<file path="config.mk">
export PLATFORM = sky130hd
export DESIGN_NAME = parallel_carry_adder_16bit_flat
export DESIGN_NICKNAME = d
export VERILOG_FILES = /design/src/rtl/parallel_carry_adder_16bit_if.sv /design/src/rtl/parallel_carry_adder_16bit.sv /design/src/flat_wrapper.sv
export SDC_FILE = /design/constraint.sdc
export NUM_CORES = 1
export LEC_CHECK = 0
export CAP_MARGIN = 20
export CORE_UTILIZATION = 41
export DETAILED_ROUTE_END_ITERATION = 10
export PLACE_DENSITY = 0.86
export SLEW_MARGIN = 20
export SYNTH_ARGS = -nofsm -noshare
export SYNTH_HDL_FRONTEND = slang
export SYNTH_SLANG_ARGS = --single-unit
</file>
<file path="constraint.sdc">
create_clock -name clk -period 4.1 [get_ports clk]
set_input_delay 0.82 -clock clk [delete_from_list [all_inputs] [get_ports clk]]
set_output_delay 0.82 -clock clk [all_outputs]
set_load 0.005 [all_outputs]
</file>
<file path="src/rtl/parallel_carry_adder_16bit_if.sv">
// Operand/result bundle for the 16-bit lookahead adder: the master drives the operands
// and the slave returns both the combinational and the registered results.
interface parallel_carry_adder_16bit_if;
    logic [15:0] a;
    logic [15:0] b;
    logic        c_in;
    logic [15:0] sum;
    logic        c_out;
    logic        ovf;
    logic [15:0] sum_q;
    logic        c_out_q;
    logic        ovf_q;

    modport master (
        output a, b, c_in,
        input  sum, c_out, ovf, sum_q, c_out_q, ovf_q
    );

    modport slave (
        input  a, b, c_in,
        output sum, c_out, ovf, sum_q, c_out_q, ovf_q
    );
endinterface

</file>
<file path="src/rtl/parallel_carry_adder_16bit.sv">
// 16-bit two-level carry-lookahead adder (four 4-bit groups) with a signed overflow flag.
// sum/c_out/ovf are combinational; *_q copies lag one clk; there is no stall path, inputs are taken every cycle.
module parallel_carry_adder_16bit (
    input  logic                          clk,
    input  logic                          rst,
    parallel_carry_adder_16bit_if.slave   bus
);
    logic [15:0] g;
    logic [15:0] p;
    logic [15:0] c;
    logic [3:0]  gg;
    logic [3:0]  gp;
    logic [3:0]  gc;
    logic        c16;
    logic [15:0] sum_d;
    logic        c_out_d;
    logic        ovf_d;
    logic [15:0] sum_q;
    logic        c_out_q;
    logic        ovf_q;

    always_comb begin
        g   = bus.a & bus.b;
        p   = bus.a ^ bus.b;
        gg  = '0;
        gp  = '0;
        c   = '0;
        for (int k = 0; k < 4; k++) begin
            gg[k] = g[4*k+3]
                  | (p[4*k+3] & g[4*k+2])
                  | (p[4*k+3] & p[4*k+2] & g[4*k+1])
                  | (p[4*k+3] & p[4*k+2] & p[4*k+1] & g[4*k]);
            gp[k] = &p[4*k +: 4];
        end

        // Every group carry is a flat sum-of-products from c_in, so no group waits on another.
        gc[0] = bus.c_in;
        gc[1] = gg[0] | (gp[0] & bus.c_in);
        gc[2] = gg[1] | (gp[1] & gg[0]) | (gp[1] & gp[0] & bus.c_in);
        gc[3] = gg[2] | (gp[2] & gg[1]) | (gp[2] & gp[1] & gg[0])
              | (gp[2] & gp[1] & gp[0] & bus.c_in);
        c16   = gg[3] | (gp[3] & gg[2]) | (gp[3] & gp[2] & gg[1])
              | (gp[3] & gp[2] & gp[1] & gg[0])
              | (gp[3] & gp[2] & gp[1] & gp[0] & bus.c_in);

        for (int k = 0; k < 4; k++) begin
            c[4*k]   = gc[k];
            c[4*k+1] = g[4*k] | (p[4*k] & gc[k]);
            c[4*k+2] = g[4*k+1] | (p[4*k+1] & g[4*k]) | (p[4*k+1] & p[4*k] & gc[k]);
            c[4*k+3] = g[4*k+2] | (p[4*k+2] & g[4*k+1])
                     | (p[4*k+2] & p[4*k+1] & g[4*k])
                     | (p[4*k+2] & p[4*k+1] & p[4*k] & gc[k]);
        end

        sum_d   = p ^ c;
        c_out_d = c16;
        ovf_d   = c[15] ^ c16;
    end

    always_ff @(posedge clk or posedge rst) begin
        if (rst) begin
            sum_q   <= '0;
            c_out_q <= 1'b0;
            ovf_q   <= 1'b0;
        end else begin
            sum_q   <= sum_d;
            c_out_q <= c_out_d;
            ovf_q   <= ovf_d;
        end
    end

    assign bus.sum     = sum_d;
    assign bus.c_out   = c_out_d;
    assign bus.ovf     = ovf_d;
    assign bus.sum_q   = sum_q;
    assign bus.c_out_q = c_out_q;
    assign bus.ovf_q   = ovf_q;
endmodule

</file>
<file path="src/flat_wrapper.sv">
// flat-port wrapper written by rule: the top's interface ports become plain ports
module parallel_carry_adder_16bit_flat 
  (clk, rst, bus_a, bus_b, bus_c_in, bus_sum, bus_c_out, bus_ovf, bus_sum_q, bus_c_out_q, bus_ovf_q);
  parallel_carry_adder_16bit_if bus_i ();
  input  logic clk;
  input  logic rst;
  input wire logic [$bits(bus_i.a)-1:0] bus_a;
  input wire logic [$bits(bus_i.b)-1:0] bus_b;
  input wire logic [$bits(bus_i.c_in)-1:0] bus_c_in;
  output wire logic [$bits(bus_i.sum)-1:0] bus_sum;
  output wire logic [$bits(bus_i.c_out)-1:0] bus_c_out;
  output wire logic [$bits(bus_i.ovf)-1:0] bus_ovf;
  output wire logic [$bits(bus_i.sum_q)-1:0] bus_sum_q;
  output wire logic [$bits(bus_i.c_out_q)-1:0] bus_c_out_q;
  output wire logic [$bits(bus_i.ovf_q)-1:0] bus_ovf_q;
  assign bus_i.a = bus_a;
  assign bus_i.b = bus_b;
  assign bus_i.c_in = bus_c_in;
  assign bus_sum = bus_i.sum;
  assign bus_c_out = bus_i.c_out;
  assign bus_ovf = bus_i.ovf;
  assign bus_sum_q = bus_i.sum_q;
  assign bus_c_out_q = bus_i.c_out_q;
  assign bus_ovf_q = bus_i.ovf_q;
  parallel_carry_adder_16bit u_core (.clk(clk), .rst(rst), .bus(bus_i));
endmodule
</file>
==> impl_metrics.json <==
{
  "status": "finished clean",
  "drive_gt1_frac": 0.2075,
  "p_comb_frac": 0.539,
  "die_h_microns": 56.52,
  "swShare": 0.3055,
  "ir_worst_vdd_v": 0.0003581,
  "path_max_fanout": 4,
  "met1_usage": 0.2933,
  "core-area_sq_um": 2781,
  "tightest_slew_ns": 0.6393,
  "clock_sinks": 18,
  "worstPathArrival_ns": 3.26,
  "clk_pin_slew_ns": 0.10,
  "viasPerCell": 5.510,
  "hp-class": "in -> async",
  "cpMaxStageDelayCell": "fa_1",
  "num_antenna_cells": 0,
  "vias": 1339,
  "clock.fmax_ghz": 0.2449,
  "drt_pass1_iterations": 4,
  "cpMostUsedCell": "a21oi_1",
  "end_kind": "output pin",
  "syn_nets": 171,
  "final_common_cell": "clkdlybuf4s50_1",
  "gr-usage-met3": 0.03687,
  "setup_violations": 0,
  "instances_no_fill": 243,
  "grt_usage": 0.2550,
  "avgSynthCellArea_sq_um": 10.51,
  "antenna_found_initial": 0,
  "hold_ws_ns": 0.9028,
  "synth_ff_type": "dfrtp_1",
  "htree_levels": 1,
  "dp_slack_ns": -0.1929,
  "dp_cells": 233,
  "p_clk_frac": 0.149,
  "critical_path_class": "in -> out",
  "cts_tree": "done",
  "grt.met2_usage": 0.4605,
  "drt_wl_total_microns": 4526,
  "grt_pass1_wl_microns": 6203,
  "powerDensity_nw_per_um2": 313.9,
  "cts_buffer_depth": 2,
  "clock-root-buffer": "clkbuf_4",
  "nets": 268,
  "syn2layout_area_growth_pct": 86.65,
  "post-route-period-util": 0.9958,
  "timing.max_cap.violations": 0,
  "fin_ws_ns": 0.01732,
  "async_reset_ff_frac": 1.000,
  "cell_internal_pwr_uw": 495.9,
  "syn_area_sq_um": 1219,
  "wire_per_inst_microns": 18.63,
  "ys_ff_latch": 18,
  "drt_iter0_markers": 62,
  "port_buffers": 70,
  "num_io_pins": 71,
  "row_count": 19,
  "fillers": 163,
  "ys_types": 37,
  "dpl.hpwl_microns": 3087,
  "finalHoldViolCount": 0,
  "p_switching_uw": 218.2,
  "cp.required_ns": 3.28,
  "seqPwrFrac": 0.313,
  "leakagePower_uw": 0.001053,
  "grt.busiest_layer": "met2",
  "crit_chain": "clkdlybuf4s50_1 -> ha_1 -> a21oi_1 -> o21bai_1 -> a21oi_1 -> nand3_1 -> fa_1 -> xor2_1 -> dlygate4sd2_1",
  "place_congestion": 0.8482,
  "die_x_microns": 56.52,
  "slew_headroom": 0.5733,
  "ys_seq_area_frac": 0.3696,
  "ant_nets": 0,
  "drc_errors": 0,
  "start_util": 0.4381,
  "numCtsBuffers": 3,
  "slowest_delay_ns": 0.45,
  "startpoint_type": "input port",
  "grt.overflow.total": 0,
  "synth_warnings": 0,
  "grt_max_degree": 19,
  "grt_pass1_vias": 1336,
  "synthCells": 116,
  "final_cell_mix": "clkdlybuf4s50_1 (59), buf_4 (21), dfrtp_1 (18)",
  "die-area_sq_um": 3195,
  "synth-edff-count": 0,
  "min_period_ns": 4.083,
  "finalMaxSlewViolations": 0,
  "ctsHoldBuffers": 0
}
-- metrics by stage --
step	total power, uW	setup TNS [ns]	utilization	instance area [sq um]
2_1_floorplan	345.8	0	-	1219
3_3_place_gp	556.7	-0.07527	0.7472	2078
3_5_place_dp	574.0	-0.7623	0.7472	2078
4_1_cts	680.8	-0.02159	0.7778	2163
5_1_grt	751.7	-0.1796	0.8178	2275
6_report	714.1	0	0.8178	2275
-- cell usage after synthesis, types with 2 or more instances --
library cell | instances | area [sq um]
o211ai_1 | 2 | 15.01
nand2_1 | 5 | 18.77
nor3_1 | 2 | 10.01
xor2_1 | 6 | 52.55
a21oi_1 | 6 | 30.03
nor2_1 | 8 | 30.03
a21o_1 | 2 | 15.01
o21ai_0 | 3 | 15.01
fa_1 | 4 | 80.08
o21bai_1 | 2 | 15.01
o21ai_1 | 3 | 15.01
ha_1 | 16 | 200.2
nand3_1 | 4 | 20.02
xnor2_1 | 4 | 35.03
dfrtp_1 | 18 | 450.4
inv_1 | 9 | 33.78
a41oi_1 | 2 | 17.52
-- cell type report --
| cell class | instances | area (sq um) | area share |
|---|---|---|---|
| timing repair buffer | 92 | 882.1 | 0.3878 |
| clock buffer | 4 | 36.28 | 0.01595 |
| inverter | 10 | 37.54 | 0.01650 |
| multi-input combinational | 88 | 829.5 | 0.3647 |
| sequential | 18 | 450.4 | 0.1980 |
| tap | 31 | 38.79 | 0.01705 |
-- cells by family (layout without fill, tap and decap cells) --
kind of cell               after synthesis  after routing  synth area share
AOI/OAI and AO/OA                       31             31            0.1828
and+or+nand+nor                         26             26            0.1058
adders and majority gates               20             20            0.2300
DFF                                     18             18            0.3696
xor gates and xnor gates                10             10           0.07187
buffers and inverters                   10            106           0.03080
muxes                                    1              1          0.009240
-- metal layers --
| layer | wire, microns | part of all wire |
|---|---|---|
| met1 | 1680 | 0.37 |
| met2 | 2484 | 0.55 |
| met3 | 216 | 0.048 |
| met4 | 144 | 0.032 |
| met5 | 0 | 0 |
-- power groups by stage --
stage	Sequential, uW	Clock [uW]	Combinational, uW
5_1_grt	226	117	409
4_1_cts	223	106	352
2_1_floorplan	231	0	115
3_3_place_gp	225	0	332
6_report	223	106	385
3_5_place_dp	227	0	347
-- worst max-delay path: cells and delay by family --
| kind | cells | cell delay (ns) |
|---|---|---|
| buffers and inverters | 2 | 0.68 |
| adders and majority gates | 2 | 0.82 |
| AOI/OAI and AO/OA | 3 | 0.54 |
| xor gates and xnor gates | 1 | 0.21 |
| and+or+nand+nor | 1 | 0.18 |
-- flip-flops by register name, indices dropped and copies added, names as in the netlist --
| name | flops |
|---|---|
| u_core.bus.c_out_q | 1 |
| u_core.bus.ovf_q | 1 |
| u_core.bus.sum_q | 16 |
-- path summary, 6_finish.rpt --
path	startpoint	end	depth (start not counted)
worst max-delay path	bus_b[9]	bus_sum[13]	9
worst min-delay path	rst	u_core.bus.sum_q[15]$_DFF_PP0_	2
max in group asynchronous	rst	u_core.bus.sum_q[4]$_DFF_PP0_	2
min in group clk	bus_b[0]	u_core.bus.sum_q[0]$_DFF_PP0_	4
-- repair_timing --
item	in CTS	in global routing
endpoints found under the setup margin	9	9
buffers inserted	4	2
pin swaps	6	11
resized for setup	8	20
Power figures use the tool's default switching activity.
